### src/rtl/iter_divider_pkg.sv
// -----------------------------------------------------------------------------
// iter_divider_pkg
//   Shared definitions for the iterative divider: div_op bit positions, the
//   controller state encoding and a helper that qualifies the op field.
// -----------------------------------------------------------------------------
package iter_divider_pkg;

  // Bit positions inside div_op
  localparam int DIV_OP_SIGNED   = 0;  // DIV  (signed)
  localparam int DIV_OP_UNSIGNED = 1;  // DIVU (unsigned)

  // Controller states (2-bit encoding)
  typedef enum logic [1:0] {
    ST_IDLE = 2'b00,
    ST_CALC = 2'b01,
    ST_FIX  = 2'b10,
    ST_DONE = 2'b11
  } div_state_e;

  // Exactly one of the two op bits must be set; 00 and 11 are no-ops.
  function automatic logic op_is_legal(input logic [1:0] op);
    return op[DIV_OP_SIGNED] ^ op[DIV_OP_UNSIGNED];
  endfunction

endpackage

### src/rtl/iter_divider_div_step.sv
// -----------------------------------------------------------------------------
// iter_divider_div_step
//   One combinational radix-2 restoring step on WIDTH+1 bits.
//   Ports:
//     rem_i     partial remainder (always < divisor_i when divisor_i != 0)
//     quo_i     partial quotient / remaining dividend bits
//     divisor_i divisor magnitude
//     rem_o     remainder after shift and conditional subtract
//     quo_o     quotient after shift, new bit in the LSB
// -----------------------------------------------------------------------------
module iter_divider_div_step #(
  parameter int WIDTH = 32
) (
  input  logic [WIDTH-1:0] rem_i,
  input  logic [WIDTH-1:0] quo_i,
  input  logic [WIDTH-1:0] divisor_i,
  output logic [WIDTH-1:0] rem_o,
  output logic [WIDTH-1:0] quo_o
);

  logic [WIDTH:0] rem_sh_s;
  logic [WIDTH:0] trial_s;
  logic           fits_s;

  // Shift {rem,quo} left by one, trial-subtract the divisor, keep or restore.
  // Because rem_i < divisor, the shifted remainder is < 2*divisor, so the
  // MSB of the WIDTH+1 bit difference is a correct borrow indicator.
  always_comb begin
    rem_sh_s = {rem_i, quo_i[WIDTH-1]};
    trial_s  = rem_sh_s - {1'b0, divisor_i};
    fits_s   = ~trial_s[WIDTH];
    if (fits_s) begin
      rem_o = trial_s[WIDTH-1:0];
    end else begin
      rem_o = rem_sh_s[WIDTH-1:0];
    end
    quo_o = {quo_i[WIDTH-2:0], fits_s};
  end

endmodule

### src/rtl/iter_divider.sv
// -----------------------------------------------------------------------------
// iter_divider
//   Multi-cycle radix-2 restoring divider for DIV/DIVU in the execute stage.
//   Signed operands are converted to magnitudes, divided, then the result
//   signs are applied in a single FIX cycle.
//   Ports:
//     clk, resetn          clock, asynchronous active-low reset
//     in_valid/in_ready    operand handshake (in_ready = IDLE && !flush)
//     div_op[1:0]          [0] signed, [1] unsigned; 00/11 never accepted
//     dividend, divisor    operands
//     flush                cancel any in-flight or pending operation
//     out_valid/out_ready  result handshake
//     quotient, remainder  results (LO / HI), held until next result
//     busy                 controller not in IDLE
// -----------------------------------------------------------------------------
module iter_divider
  import iter_divider_pkg::*;
#(
  parameter int WIDTH     = 32,
  parameter int DIV0_FAST = 1
) (
  input  logic             clk,
  input  logic             resetn,
  input  logic             in_valid,
  output logic             in_ready,
  input  logic [1:0]       div_op,
  input  logic [WIDTH-1:0] dividend,
  input  logic [WIDTH-1:0] divisor,
  input  logic             flush,
  output logic             out_valid,
  input  logic             out_ready,
  output logic [WIDTH-1:0] quotient,
  output logic [WIDTH-1:0] remainder,
  output logic             busy
);

  localparam int              CNT_W    = $clog2(WIDTH);
  localparam logic [CNT_W-1:0] CNT_LAST = CNT_W'(WIDTH - 1);

  div_state_e       state_q, state_d;
  logic [CNT_W-1:0] cnt_q, cnt_d;
  logic [WIDTH-1:0] rem_q, rem_d;
  logic [WIDTH-1:0] quo_q, quo_d;
  logic [WIDTH-1:0] dvs_q, dvs_d;
  logic             neg_quo_q, neg_quo_d;
  logic             neg_rem_q, neg_rem_d;
  logic             div0_q, div0_d;
  logic [WIDTH-1:0] quotient_q, quotient_d;
  logic [WIDTH-1:0] remainder_q, remainder_d;

  logic             accept_s;
  logic             is_signed_s;
  logic             a_neg_s;
  logic             b_neg_s;
  logic             div0_s;
  logic             fast_div0_s;
  logic [WIDTH-1:0] a_abs_s;
  logic [WIDTH-1:0] b_abs_s;
  logic [WIDTH-1:0] step_rem_s;
  logic [WIDTH-1:0] step_quo_s;

  iter_divider_div_step #(
    .WIDTH(WIDTH)
  ) u_step (
    .rem_i    (rem_q),
    .quo_i    (quo_q),
    .divisor_i(dvs_q),
    .rem_o    (step_rem_s),
    .quo_o    (step_quo_s)
  );

  assign in_ready  = (state_q == ST_IDLE) && !flush;
  assign busy      = (state_q != ST_IDLE);
  assign out_valid = (state_q == ST_DONE);
  assign quotient  = quotient_q;
  assign remainder = remainder_q;

  // Operand qualification and magnitude conversion at the accept point.
  always_comb begin
    accept_s    = in_valid && in_ready && op_is_legal(div_op);
    is_signed_s = div_op[DIV_OP_SIGNED];
    a_neg_s     = is_signed_s & dividend[WIDTH-1];
    b_neg_s     = is_signed_s & divisor[WIDTH-1];
    div0_s      = ~|divisor;
    fast_div0_s = (DIV0_FAST != 32'sd0) && div0_s;
    if (a_neg_s) begin
      a_abs_s = -dividend;
    end else begin
      a_abs_s = dividend;
    end
    if (b_neg_s) begin
      b_abs_s = -divisor;
    end else begin
      b_abs_s = divisor;
    end
  end

  // Next-state logic; flush overrides every transition.
  always_comb begin
    state_d = state_q;
    if (flush) begin
      state_d = ST_IDLE;
    end else begin
      case (state_q)
        ST_IDLE: begin
          if (accept_s) begin
            state_d = fast_div0_s ? ST_FIX : ST_CALC;
          end else begin
            state_d = ST_IDLE;
          end
        end
        ST_CALC: begin
          if (cnt_q == CNT_LAST) begin
            state_d = ST_FIX;
          end else begin
            state_d = ST_CALC;
          end
        end
        ST_FIX: begin
          state_d = ST_DONE;
        end
        ST_DONE: begin
          if (out_ready) begin
            state_d = ST_IDLE;
          end else begin
            state_d = ST_DONE;
          end
        end
        default: begin
          state_d = ST_IDLE;
        end
      endcase
    end
  end

  // Datapath next values: operand latch, iteration, sign fix-up.
  always_comb begin
    cnt_d       = cnt_q;
    rem_d       = rem_q;
    quo_d       = quo_q;
    dvs_d       = dvs_q;
    neg_quo_d   = neg_quo_q;
    neg_rem_d   = neg_rem_q;
    div0_d      = div0_q;
    quotient_d  = quotient_q;
    remainder_d = remainder_q;
    if (flush) begin
      cnt_d = {CNT_W{1'b0}};
    end else begin
      case (state_q)
        ST_IDLE: begin
          if (accept_s) begin
            cnt_d     = {CNT_W{1'b0}};
            dvs_d     = b_abs_s;
            neg_quo_d = a_neg_s ^ b_neg_s;
            neg_rem_d = a_neg_s;
            div0_d    = div0_s;
            if (fast_div0_s) begin
              // Skip the iteration: the remainder magnitude is |a| directly.
              rem_d = a_abs_s;
              quo_d = {WIDTH{1'b1}};
            end else begin
              rem_d = {WIDTH{1'b0}};
              quo_d = a_abs_s;
            end
          end else begin
            cnt_d = cnt_q;
          end
        end
        ST_CALC: begin
          rem_d = step_rem_s;
          quo_d = step_quo_s;
          if (cnt_q == CNT_LAST) begin
            cnt_d = {CNT_W{1'b0}};
          end else begin
            cnt_d = cnt_q + {{(CNT_W-1){1'b0}}, 1'b1};
          end
        end
        ST_FIX: begin
          // For divide-by-zero the remainder path still yields the original
          // dividend (|a| re-negated), but the quotient sign must not be
          // applied to the all-ones result.
          if (div0_q) begin
            quotient_d = {WIDTH{1'b1}};
          end else if (neg_quo_q) begin
            quotient_d = -quo_q;
          end else begin
            quotient_d = quo_q;
          end
          if (neg_rem_q) begin
            remainder_d = -rem_q;
          end else begin
            remainder_d = rem_q;
          end
        end
        ST_DONE: begin
          cnt_d = {CNT_W{1'b0}};
        end
        default: begin
          cnt_d = {CNT_W{1'b0}};
        end
      endcase
    end
  end

  // Controller state register.
  always_ff @(posedge clk or negedge resetn) begin
    if (!resetn) begin
      state_q <= ST_IDLE;
    end else begin
      state_q <= state_d;
    end
  end

  // Datapath and result registers.
  always_ff @(posedge clk or negedge resetn) begin
    if (!resetn) begin
      cnt_q       <= {CNT_W{1'b0}};
      rem_q       <= {WIDTH{1'b0}};
      quo_q       <= {WIDTH{1'b0}};
      dvs_q       <= {WIDTH{1'b0}};
      neg_quo_q   <= 1'b0;
      neg_rem_q   <= 1'b0;
      div0_q      <= 1'b0;
      quotient_q  <= {WIDTH{1'b0}};
      remainder_q <= {WIDTH{1'b0}};
    end else begin
      cnt_q       <= cnt_d;
      rem_q       <= rem_d;
      quo_q       <= quo_d;
      dvs_q       <= dvs_d;
      neg_quo_q   <= neg_quo_d;
      neg_rem_q   <= neg_rem_d;
      div0_q      <= div0_d;
      quotient_q  <= quotient_d;
      remainder_q <= remainder_d;
    end
  end

endmodule

### config.mk
export PLATFORM = sky130hd
export DESIGN_NAME = iter_divider
export DESIGN_NICKNAME = d
export VERILOG_FILES = /design/src/rtl/iter_divider_pkg.sv /design/src/rtl/iter_divider_div_step.sv /design/src/rtl/iter_divider.sv
export SDC_FILE = /design/constraint.sdc
export NUM_CORES = 1
export LEC_CHECK = 0
export BUFFER_PORTS_ARGS = -buffer_cell sky130_fd_sc_hd__buf_2
export CAP_MARGIN = 20
export CORE_MARGIN = 5
export CORE_UTILIZATION = 50
export CTS_CLUSTER_DIAMETER = 30
export DETAILED_ROUTE_END_ITERATION = 8
export HOLD_SLACK_MARGIN = 0.03
export PLACE_DENSITY = 0.72
export SYNTH_ARGS = -nofsm -noshare
export SYNTH_HDL_FRONTEND = slang
export SYNTH_SLANG_ARGS = --single-unit
### constraint.sdc
create_clock -name clk -period 4.27 [get_ports clk]
set_input_delay 0 -clock clk [delete_from_list [all_inputs] [get_ports clk]]
set_output_delay 0 -clock clk [all_outputs]
set_load 0.02 [all_outputs]
-- Yosys cells after proc, flatten, opt, wreduce, memory -nomap -nowiden
Index checks and enable logic that the tools add are counted.
- $add $sub $neg: 6
- equality and inequality tests: 6
- mux-type cells: 22
- bitwise logic cells: 6
- reduce and logical (&&, ||, !) cells: 14
- operators with widths (kind ; number):
    32-bit two-way mux ; 10
    32-bit negator ; 4
    32-bit case mux with 2 select lines ; 2
    33-bit by 32-bit subtractor with 33-bit output ; 1
    32-bit OR reduction ; 1
    5-bit two-way mux ; 3
    5-bit case mux with 3 select lines ; 1
    2-bit two-way mux ; 5
    2-bit case mux with 4 select lines ; 1
    3-bit AND reduction ; 2
    5-bit by 1-bit adder with 5-bit output (second input constant) ; 1
    5-bit == test (second input constant) ; 1
    2-bit == test (second input constant) ; 2
    2-bit AND reduction ; 2
    2-bit nonzero test ; 2
    4-bit nonzero test ; 1
    1-bit logical AND ; 3
    3-bit != test (second input constant) ; 1
    1-bit AND ; 2
    2-bit by 1-bit == test with 1-bit output (second input constant) ; 1
    1-bit logical NOT ; 2
    2-bit logical NOT ; 1
    2-bit != test (second input constant) ; 1
    1-bit NOT ; 2
    1-bit bitwise XOR ; 2
- bits in registers: 170
- bits of input ports: 71
- output and inout bits: 67
- word-level logic and storage cells: 64

-- Logic depth before layout (Yosys ltp)
Gate-level depths: netlist of the first run.
- word-level depth: 7
- depth in mapped cells: 14
- gate-level depth less buffers: 12

-- By module
From an unflattened synthesis of the first run, not the netlist that was laid out.
- cells, all modules: 1402
- area, all modules: 11917.7 µm²
- by module, submodules not included (module ; instances ; cells an instance ; area each (µm²) ; seq. area each (µm²)):
    iter_divider ; 1 ; 1065 ; 9318.9 ; 4254.1
    iter_divider_div_step ; 1 ; 337 ; 2598.7 ; 0.0

-- Worst setup path before layout of the first run
Ideal clock, no wire load.
- path kind: register to register
- start: register rem_q[4]
- end: register rem_q[27]
- library setup time: 0.087 ns
- data arrival time: 2.910 ns
- data required time: 4.183 ns
- path slack: 1.273 ns
- stages on the path, launching flop included: 13
- path buffers: 2
- clock period less this slack: 2.997 ns
- cell sequence: dfrtp_1 -> ha_1 -> a21o_1 -> or3_1 -> o21a_1 -> a32oi_1 -> a31oi_1 -> o221a_2 -> or2_1 -> clkbuf_1 -> buf_4 -> and3_1 -> a211oi_2
- cells in the longest elaborated chain, start to end: 3
- ends and longest elaborated chain (item ; line ; RTL):
    from (decl) ; iter_divider.sv:42 ; logic [WIDTH-1:0] rem_q, rem_d;
    from (signal assigned) ; iter_divider.sv:219 ; rem_q <= {WIDTH{1'b0}};
    from (signal assigned) ; iter_divider.sv:229 ; rem_q <= rem_d;
    33-bit by 32-bit subtractor with 33-bit output ; iter_divider_div_step.sv:30 ; trial_s = rem_sh_s - {1'b0, divisor_i};
    32-bit two-way mux ; iter_divider_div_step.sv:32 ; if (fits_s) begin
    32-bit case mux with 2 select lines ; iter_divider.sv:150 ; case (state_q)
Every way passes these cells.
A chain may end at the register's enable or synchronous reset.

-- Final worst setup path of the first run
- start: input port divisor[0]
- end: register state_q[0]
- cells in the longest elaborated chain, start to end: 5
- ends and longest elaborated chain (item ; line ; RTL):
    from (decl) ; iter_divider.sv:28 ; input logic [WIDTH-1:0] divisor,
    32-bit OR reduction ; iter_divider.sv:84 ; div0_s = ~|divisor;
    2-bit two-way mux ; iter_divider.sv:107 ; state_d = fast_div0_s ? ST_FIX : ST_CALC;
    2-bit two-way mux ; iter_divider.sv:106 ; if (accept_s) begin
    2-bit case mux with 4 select lines ; iter_divider.sv:104 ; case (state_q)
    2-bit two-way mux ; iter_divider.sv:101 ; if (flush) begin
    net state_d[0] ; iter_divider.sv:40 ; div_state_e state_q, state_d;
    to (signal assigned) ; iter_divider.sv:211 ; state_q <= state_d;
    to (decl) ; iter_divider.sv:40 ;
The timed path passes the listed nets, and every way through them passes these cells.

==> results of run 1 <==
==> critical path: cells and delay by family <==
| kind | cells | cell delay (ns) |
|---|---|---|
| AOI/OAI and AO/OA | 2 | 0.53 |
| adders and majority gates | 1 | 0.19 |
| buffers and inverters | 4 | 1.39 |
| and+or+nand+nor | 4 | 1.91 |
==> placed cells by master, fill, tap and decap left out, drive strengths merged, types with 27 or more instances in the layout <==
master       instances
dfrtp              170
xor2                91
ha                  38
inv                 51
a21oi              168
o31ai               36
nand2              123
mux2i               27
buf                154
nor2               140
dlygate4sd3         44
o21ai              133
nor3                45
xnor2               53
==> path summary, 6_finish.rpt <==
kind / startpoint / slack (ns) / endpoint
worst max-delay path: divisor[0] / 0.56 / state_q[0]$_DFF_PN0_
worst min-delay path: dividend[30] / 0.04 / rem_q[30]$_DFFE_PN0P_
worst max register to register: rem_q[16]$_DFFE_PN0P_ / 0.92 / rem_q[11]$_DFFE_PN0P_
worst min register to register: cnt_q[3]$_DFFE_PN0P_ / 0.48 / cnt_q[3]$_DFFE_PN0P_
max in group asynchronous: resetn / 2.98 / quo_q[30]$_DFFE_PN0P_
min in group asynchronous: resetn / 0.18 / quotient[29]$_DFFE_PN0P_
==> repair_timing <==
action                                 4_1_cts  5_1_grt
endpoints found under the hold margin      119        0
setup buffers                                0        0
hold buffers                                44        0
==> sequential cells by signal, indices dropped and copies added, names as in the netlist <==
register / flops
quo_q: 32
remainder: 32
cnt_q: 5
dvs_q: 32
neg_quo_q: 1
quotient: 32
rem_q: 32
neg_rem_q: 1
div0_q: 1
state_q: 2
==> kinds of logic after synthesis <==
kind of cell | count (synthesis) | synth area share, %
AND/OR/NAND/NOR | 439 | 18.1
flip-flops | 170 | 36.7
buffers and inverters | 124 | 4.22
XOR/XNOR | 144 | 10.9
multiplexers | 31 | 2.72
adder cells (fa/ha/maj) | 39 | 4.28
AO/OA/AOI/OAI | 450 | 23.0
==> routing by layer <==
metal	routed length, um	vias up	global-route usage (%)
met5	0	-	0
met3	2460	60	3.37
met2	15000	414	40.0
li1	-	5295	-
met1	15700	5190	37.8
met4	1060	0	9.38
==> where the power goes <==
part           switching [mW]  internal (mW)
logic                    1.94           1.38
clock network           0.708          0.955
registers               0.427           1.88
==> cell type report <==
| type | count | area, um2 |
|---|---|---|
| inverter | 47 | 176 |
| tap | 285 | 357 |
| clock buffer | 19 | 443 |
| clock inverter | 13 | 186 |
| timing repair buffer | 198 | 1270 |
| multi-input combinational | 1103 | 6850 |
| fill | 2008 | 9170 |
| sequential | 170 | 4250 |
| antenna | 1 | 2.50 |
==> through the flow <==
step	cells	util, %	cell area (um2)	hold WS, ns	power (mW)
floorplan	1397	-	11600	-0.296	4.72
global placement	1757	54.8	12400	0.113	5.48
detailed placement	1757	54.8	12400	0.117	5.54
CTS	1833	59.5	13500	0.0309	7.26
global route	1836	59.6	13500	0.0626	7.77
finish	1836	59.6	13500	0.0401	7.29
==> flow_metrics.tcl, run 1 <==
set metrics [dict create \
    netlist_instances 1397 \
    critPathMaxStageDelay_ns 0.67 \
    dieArea_um2 26300 \
    syn-cell-area_um2 11600 \
    path_class "in -> reg" \
    final.setup.worst_slack_ns 0.564 \
    timing.fmax_mhz 270 \
    grt_pass1_vias 10200 \
    wl_per_cell_um 18.6 \
    hold_violations 0 \
    fin_nets 1647 \
    finClkSkew_ns 0.00822 \
    fp-row-count 55 \
    drtPass1Iterations 5 \
    drt-total-wl_um 34200 \
    synth-edff-count 0 \
    worstPathCellList "dlygate4sd3_1 -> buf_2 -> inv_1 -> ha_1 -> nor3b_1 -> nand2_1 -> or4_4 -> or3_1 -> a221oi_1 -> a211oi_1 -> dlygate4sd3_1" \
    synthTopCellsByCount "170 x dfrtp_1, 167 x a21oi_1, 140 x nor2_1" \
    clock_path_buffers 2 \
    status "finished clean" \
    setup_viol 0 \
    synth.top_cell.area_share_pct 36.7 \
    remaining_drc_errors 0 \
    grt_overflow 0 \
    route.vias.total 11000 \
    ys_top_cells_by_area "dfrtp_1 37%, a21oi_1 7.2%, xor2_1 6.9%, nor2_1 4.5%, ha_1 4.1%" \
    hold_class "in -> reg" \
    core_area_um2 22700 \
    numCtsBuffers 17 \
    yosysTopAreaCell "dfrtp_1" \
    synth_area_per_cell_um2 8.29 \
    synth_seq_area_share_pct 36.7 \
    dp_slack_ns 0.996 \
    drtIter0Drc 1078 \
    cts_tree "built" \
    grt_max_degree 109 \
    rsz0062_at_grt "no" \
    tightest_slew_ns 1.05 \
    pin_count 138 \
    powerDensity_nw_per_um2 539 \
    min_period_ns 3.71 \
    finalCritPeriodShare_pct 86.8 \
    worstHoldPathCells 4 \
    tns_ns 0 \
    grt_pass1_wl_um 55200 \
    synthArstFlopShare_pct 100 \
    ctsResizeCount 0 \
    cts_max_level 4 \
    p_leak_nw 6.20 \
    synth.distinct_cells 75 \
    clockRootBuffer "clkbuf_16" \
    grt_antenna_before_repair 1 \
    dp_hpwl_um 25200 \
    maxCapViolations 0 \
    slowest_stage "or3_1" \
    synthFlopType "dfrtp_1" \
    gp_congestion 0.937 \
    synth.most_common_cell "dfrtp_1" \
    clk_pin_slew_ns 0.07 \
    yosys_warnings 0 \
    start_util_pct 51.0 \
    slew_viol_final 0 \
    cp.required_ns 4.59 \
    critPathLaunchType "input port" \
    ys_seq_elements 170 \
    maxSlewHeadroom_pct 29.9 \
    reg2reg_depth 11 \
    crit_path_frequent_cell "dlygate4sd3_1" \
    area_delta_synth_final_pct 16.9 \
    fp.dieH_um 162 \
    port_buffers 137 \
    ant_nets 0 \
    clock_latency_ns 0.43 \
    drive_gt1_share_pct 13.5 \
    critPathMaxFanout 19 \
    grt_use_total_pct 26.0 \
    peakVddDrop_uv 339 \
    clock_sinks 170 \
    synth_fp_nets 1507 \
    via_per_inst 5.97 \
    die_x_um 162 \
    cp_data_arrival_time_ns 4.03 \
    cp-end-kind "flip-flop" \
]
(Power assumes the default switching activity.)
==> inputs of run 2 (changes only) <==
--- a/config.mk
+++ b/config.mk
@@ -5,6 +5,7 @@
 export SDC_FILE = /design/constraint.sdc
 export NUM_CORES = 1
 export LEC_CHECK = 0
+export ABC_AREA = 1
 export BUFFER_PORTS_ARGS = -buffer_cell sky130_fd_sc_hd__buf_2
 export CAP_MARGIN = 20
 export CORE_MARGIN = 5
@@ -12,7 +13,7 @@
 export CTS_CLUSTER_DIAMETER = 30
 export DETAILED_ROUTE_END_ITERATION = 8
 export HOLD_SLACK_MARGIN = 0.03
-export PLACE_DENSITY = 0.72
+export PLACE_DENSITY = 0.71
 export SYNTH_ARGS = -nofsm -noshare
 export SYNTH_HDL_FRONTEND = slang
 export SYNTH_SLANG_ARGS = --single-unit
==> run 2 against run 1 <==
  * Area after synthesis grew 16%
  * Sequential share of layout area shrank 4.0 points
  * First-iteration DRC count grew 68%
  * Core utilization shrank 1.6 points
  * Count of clock-buffer cells in the layout shrank 2
  * Clock skew grew 0.019 ns
  * Critical path depth grew 3
  * Wire length grew 38%
  * Cell count grew 42%
  * Register-to-register slack gained 0.26 ns
  * Global-route usage grew 4.9 points
  * Critical path type is now reg -> reg
  * Largest cell class unchanged
==> flow_metrics.tcl, run 2 <==
set metrics [dict create \
    maxCapViolations 0 \
    clock_sinks 170 \
    synthTopCellsByCount "567 x nand2_1, 330 x inv_1, 237 x nor2_1" \
    ctsResizeCount 0 \
    tightest_slew_ns 0.790 \
    ys_top_cells_by_area "dfrtp_1 32%, nand2_1 16%, inv_1 9.2%, nand3_1 6.7%, nor2_1 6.6%" \
    pin_count 138 \
    rsz0062_at_grt "no" \
    synthArstFlopShare_pct 100 \
    status "finished clean" \
    synth_area_per_cell_um2 6.41 \
    p_comb_share_pct 60.1 \
    core_area_um2 26700 \
    critPathMaxFanout 33 \
    critPathLaunchType "flip-flop" \
    finalCritPeriodShare_pct 72.3 \
    grt_pass1_wl_um 74900 \
    synth_fp_nets 2209 \
    nFillCells 2680 \
    ys_seq_elements 170 \
    dieArea_um2 30300 \
    maxSlewHeadroom_pct 47.4 \
    synth.distinct_cells 47 \
    hold_class "in -> reg" \
    cp_data_arrival_time_ns 3.45 \
    powerDensity_nw_per_um2 763 \
    fp.dieH_um 174 \
    grt_antenna_before_repair 0 \
    clock_path_buffers 2 \
    synth-edff-count 0 \
    drtPass1Iterations 8 \
    grt_max_degree 92 \
    netlist_instances 2099 \
    grt_use_total_pct 30.9 \
    route.vias.total 14300 \
    min_period_ns 3.09 \
    timing.fmax_mhz 324 \
    grt_pass1_vias 13100 \
    p_leak_nw 8.07 \
    drive_gt1_share_pct 10.3 \
    cp.required_ns 4.63 \
    synth_seq_area_share_pct 31.6 \
    p_int_mw 5.40 \
    finClkSkew_ns 0.0272 \
    syn-cell-area_um2 13500 \
    start_util_pct 50.3 \
    synth.most_common_cell "nand2_1" \
    fp-row-count 60 \
    synth.top_cell.area_share_pct 31.6 \
    mostFrequentLayoutCells "567 x nand2_1, 329 x inv_1, 237 x nor2_1" \
    wl_per_cell_um 18.1 \
    area_delta_synth_final_pct 15.1 \
    peakVddDrop_uv 286 \
    power.switching_mw 6.43 \
    drtIter0Drc 1807 \
    fin_nets 2361 \
    ant_nets 0 \
    tns_ns 0 \
    mostFrequentLayoutCell "nand2_1" \
    antenna_cells 0 \
    clkPwrFrac_pct 14.4 \
    drt-total-wl_um 47200 \
    hold_violations 0 \
    grt_overflow 0 \
    cp-end-kind "flip-flop" \
    yosys_warnings 0 \
    dp_hpwl_um 36900 \
    seq_power_share_pct 25.5 \
    via_per_inst 5.48 \
    cts_max_level 4 \
    die_x_um 174 \
    port_buffers 137 \
    clock_latency_ns 0.45 \
    setup_viol 0 \
    gp_congestion 0.978 \
    whs_ns 0.0652 \
    slew_viol_final 0 \
    yosysTopAreaCell "dfrtp_1" \
    numCtsBuffers 17 \
    path_class "reg -> reg" \
    clk_pin_slew_ns 0.09 \
    remaining_drc_errors 0 \
    clockRootBuffer "clkbuf_16" \
    cts_tree "built" \
    swShare_pct 54.3 \
    synthFlopType "dfrtp_1" \
]
[run 2: cell types whose count changed in the layout (fill, tap and decap cells not counted), moves of 23 or more]
| cell | previous run | this run |
|---|---|---|
| o21ai_1 | 65 | 6 |
| mux2i_1 | 27 | 0 |
| nor3_1 | 43 | 20 |
| nor2_1 | 140 | 237 |
| o31ai_1 | 36 | 5 |
| nand3_1 | 16 | 181 |
| nand2_1 | 123 | 567 |
| o21ai_0 | 68 | 124 |
| xnor2_1 | 53 | 18 |
| a21oi_1 | 167 | 98 |
| inv_1 | 46 | 329 |
[run 2: repair_timing]
item | 4_1_cts | 5_1_grt
endpoints found under the hold margin | 120 | 0
hold buffers | 46 | 0
buffers inserted | 0 | 0
[run 2: layout make-up]
cell class	instances	area, um2	area share [%]
Multi-Input combinational cell	1527	7640	49.3
Timing Repair Buffer	197	1270	8.20
Inverter	338	1270	8.19
Clock buffer	17	425	2.75
Tap cell	341	427	2.75
Sequential cell	170	4250	27.5
Clock inverter	15	211	1.36
[run 2: metal layers]
metal  track usage, %  share of wire, %  up-vias
met3             4.09               8.5       75
li1                 -                 -     7004
met2             46.8                43      697
met5                0                 0        -
met1             46.2                46     6491
met4             9.30               2.9        0
[run 2: cell families after synthesis]
logic type / count (synthesis) / synth area share (%)
flip-flops: 170 / 31.6
adder cells (fa/ha/maj): 39 / 3.68
buffers and inverters: 402 / 11.7
XOR/XNOR: 89 / 5.79
AO/OA/AOI/OAI: 305 / 12.7
AND/OR/NAND/NOR: 1094 / 34.5
[run 2: stage by stage]
step | setup WS (ns) | util [%] | cells | total power [mW] | cell area [um2]
2_1_floorplan | 2.08 | - | 2099 | 7.83 | 13500
3_3_place_gp | 1.27 | 53.9 | 2527 | 9.91 | 14400
3_5_place_dp | 1.25 | 53.9 | 2527 | 9.94 | 14400
4_1_cts | 1.21 | 58.0 | 2605 | 11.7 | 15500
5_1_grt | 0.886 | 58.0 | 2605 | 12.8 | 15500
6_report | 1.18 | 58.0 | 2605 | 11.8 | 15500
[run 2: final timing paths]
path	startpoint	cells past startpoint	slack, ns	to
min	dividend[24]	5	0.07	quo_q[24]$_DFFE_PN0P_
min reg2reg	remainder[27]$_DFFE_PN0P_	2	0.48	remainder[27]$_DFFE_PN0P_
max in group asynchronous	resetn	3	3.15	rem_q[0]$_DFFE_PN0P_
min in group asynchronous	resetn	2	0.14	remainder[20]$_DFFE_PN0P_
max reg2reg	rem_q[18]$_DFFE_PN0P_	14	1.18	rem_q[29]$_DFFE_PN0P_
max	rem_q[18]$_DFFE_PN0P_	14	1.18	rem_q[29]$_DFFE_PN0P_
[run 2: power by group through the flow]
stage / Clock, mW / Combinational (mW) / Sequential, mW
after floorplan: 0 / 4.66 / 3.17
after global placement: 0 / 6.93 / 2.98
after detailed placement: 0 / 6.93 / 3.01
after CTS: 1.72 / 7.02 / 2.98
after global routing: 1.78 / 7.93 / 3.10
final: 1.71 / 7.11 / 3.01
[run 2: critical path, stage by stage (launching register included)]
cell and delay [ns]:
dfrtp_1 0.50, ha_1 0.40, nand2_1 0.20, inv_1 0.06, nand2_1 0.06, nand2_1 0.08, nand2_1 0.07, nand2_1 0.06
a21oi_1 0.30, nand3_2 0.41, nand2_4 0.48, nand2_1 0.11, nand2_1 0.08, nand2_1 0.05, a21oi_1 0.14
==> inputs of run 3 (changes only) <==
--- a/config.mk
+++ b/config.mk
@@ -5,7 +5,7 @@
 export SDC_FILE = /design/constraint.sdc
 export NUM_CORES = 1
 export LEC_CHECK = 0
-export ABC_AREA = 1
+export ABC_AREA = 0
 export BUFFER_PORTS_ARGS = -buffer_cell sky130_fd_sc_hd__buf_2
 export CAP_MARGIN = 20
 export CORE_MARGIN = 5
@@ -13,7 +13,7 @@
 export CTS_CLUSTER_DIAMETER = 30
 export DETAILED_ROUTE_END_ITERATION = 8
 export HOLD_SLACK_MARGIN = 0.03
-export PLACE_DENSITY = 0.71
+export PLACE_DENSITY = 0.72
 export SYNTH_ARGS = -nofsm -noshare
 export SYNTH_HDL_FRONTEND = slang
 export SYNTH_SLANG_ARGS = --single-unit
==> constraint.sdc (replaced) <==
create_clock -name clk -period 3.1 [get_ports clk]
set_input_delay 0 -clock clk [delete_from_list [all_inputs] [get_ports clk]]
set_output_delay 0 -clock clk [all_outputs]
set_load 0.02 [all_outputs]
==> run 3 against run 2 <==
  * Hold slack worse by 0.024 ns
  * Die area is 13% lower
  * Critical path depth is 4 lower
  * Clock power is 29% higher
  * Cell count is 26% lower
  * Non-clock buffer count is 80 higher
  * Largest cell class unchanged
  * Highest routed layer unchanged
==> flow_metrics.tcl, run 3 (synthesis gave the netlist of run 1 again) <==
set metrics [dict create \
    pin_count 138 \
    reg2reg_depth 14 \
    p_leak_nw 6.59 \
    nFillCells 1999 \
    r2r-end "rem_q[29]$_DFFE_PN0P_" \
    cts_max_level 4 \
    tightest_slew_ns 0.808 \
    powerDensity_nw_per_um2 737 \
    drive_gt1_share_pct 18.5 \
    via_per_inst 5.84 \
    grt_pass1_wl_um 56400 \
    rsz0062_at_grt "no" \
    worstHoldPathCells 4 \
    maxCapViolations 0 \
    timing.fmax_mhz 333 \
    clock_latency_ns 0.43 \
    mostFrequentLayoutCell "dfrtp_1" \
    cp_data_arrival_time_ns 3.32 \
    reg2reg_slack_ns 0.12 \
    wl_per_cell_um 18.3 \
    cp.required_ns 3.42 \
    finalCritPeriodShare_pct 96.9 \
    min_period_ns 3.00 \
    numCtsBuffers 17 \
    mostFrequentLayoutCells "170 x dfrtp_1, 166 x a21oi_1, 139 x nor2_1" \
    gp_congestion 0.966 \
    die_x_um 162 \
    grt_antenna_before_repair 2 \
    drt-total-wl_um 35000 \
    critPathMaxFanout 19 \
    r2r_start "dvs_q[5]$_DFFE_PN0P_" \
    clock_sinks 170 \
    cts_tree "built" \
    critPathLaunchType "input port" \
    dp_slack_ns -0.00923 \
    tns_ns 0 \
    clockRootBuffer "clkbuf_16" \
    start_util_pct 51.0 \
    setup_viol 0 \
    route.vias.total 11200 \
    clk_pin_slew_ns 0.08 \
    hold_violations 0 \
    grt_use_total_pct 26.5 \
    maxSlewHeadroom_pct 46.1 \
    fp.dieH_um 162 \
    cp-end-kind "flip-flop" \
    clock_path_buffers 2 \
    peakVddDrop_uv 378 \
    startpoint "divisor[10]" \
    core_area_um2 22700 \
    finClkSkew_ns 0.0158 \
    drtPass1Iterations 5 \
    fp-row-count 55 \
    final.setup.worst_slack_ns 0.0972 \
    drtIter0Drc 1165 \
    ant_nets 0 \
    area_delta_synth_final_pct 22.9 \
    status "finished clean" \
    dp.cells 1834 \
    grt_overflow 0 \
    fin_cells 1917 \
    port_buffers 137 \
    slew_viol_final 0 \
    remaining_drc_errors 0 \
    design_area_um2 14200 \
    grt_pass1_vias 10600 \
    path_class "in -> reg" \
    grt_max_degree 97 \
    hold_class "in -> reg" \
    fin_nets 1726 \
    crit_end "state_q[0]$_DFF_PN0_" \
    placement.cell_area_um2 13100 \
    dp_hpwl_um 26700 \
    dieArea_um2 26300 \
]
## run 3: cell count changes in the layout (fill, tap and decap cells not counted), sizes merged, moves of 31 or more
cell   change
a21oi     +64
buf       +79
inv      -291
nand2    -452
nand3    -169
nor2     -110
o31ai     +31
xnor2     +35
## run 3: worst min-delay path by stage
| stage | startpoint | endpoint |
|---|---|---|
| after floorplan | resetn | cnt_q[0]$_DFFE_PN0P_ |
| after detailed placement | resetn | cnt_q[0]$_DFFE_PN0P_ |
| after global placement | resetn | cnt_q[3]$_DFFE_PN0P_ |
| after CTS | dividend[25] | quo_q[25]$_DFFE_PN0P_ |
| after global routing | dividend[20] | quo_q[20]$_DFFE_PN0P_ |
| final | divisor[5] | dvs_q[5]$_DFFE_PN0P_ |
## run 3: critical path, stage by stage
cell,delay [ns]
dlygate4sd3_1,0.53
buf_2,0.14
or4_4,0.51
nand2b_4,0.19
or4_4,0.56
or3_1,0.35
buf_6,0.18
a221oi_2,0.24
a211oi_1,0.07
dlygate4sd3_1,0.55
## run 3: per-stage QoR
step	total power, mW	hold slack (ns)	util, %
final	10.5	0.0412	62.7
after detailed placement	8.04	0.0345	57.5
after CTS	10.3	0.0319	62.2
after global routing	11.2	0.0620	62.7
after global placement	7.95	0.0319	57.5
after floorplan	6.51	-0.296	-
## run 3: repair_timing
action,CTS,global route
hold buffers,47,0
buffers inserted,0,1
gates resized for setup,1,19
pin swaps,0,3
endpoints found under the setup margin,10,26
endpoints found under the hold margin,99,0
## run 3: layout make-up
class | count | area (um2) | share of cell area, %
well taps | 285 | 357 | 2.51
inverters | 47 | 176 | 1.24
clock inverters | 13 | 158 | 1.11
multi-input cells | 1103 | 6940 | 48.7
diodes | 3 | 7.51 | 0.0527
clock buffers | 19 | 443 | 3.11
repair buffers | 277 | 1900 | 13.4
flip-flops and latches | 170 | 4250 | 29.9
## run 3: power by group
| part | internal (mW) | switching, mW |
|---|---|---|
| Sequential | 2.59 | 0.414 |
| Clock | 1.23 | 0.974 |
| Combinational | 2.30 | 2.98 |
## run 3: routing by layer
metal  part of all wire [%]  GRT usage, %  vias to the layer above
met5                      0             0                        -
met1                     46          38.1                     5315
li1                       -             -                     5451
met4                    2.3          8.34                        0
met2                     45          41.5                      366
met3                    6.6          4.09                       54
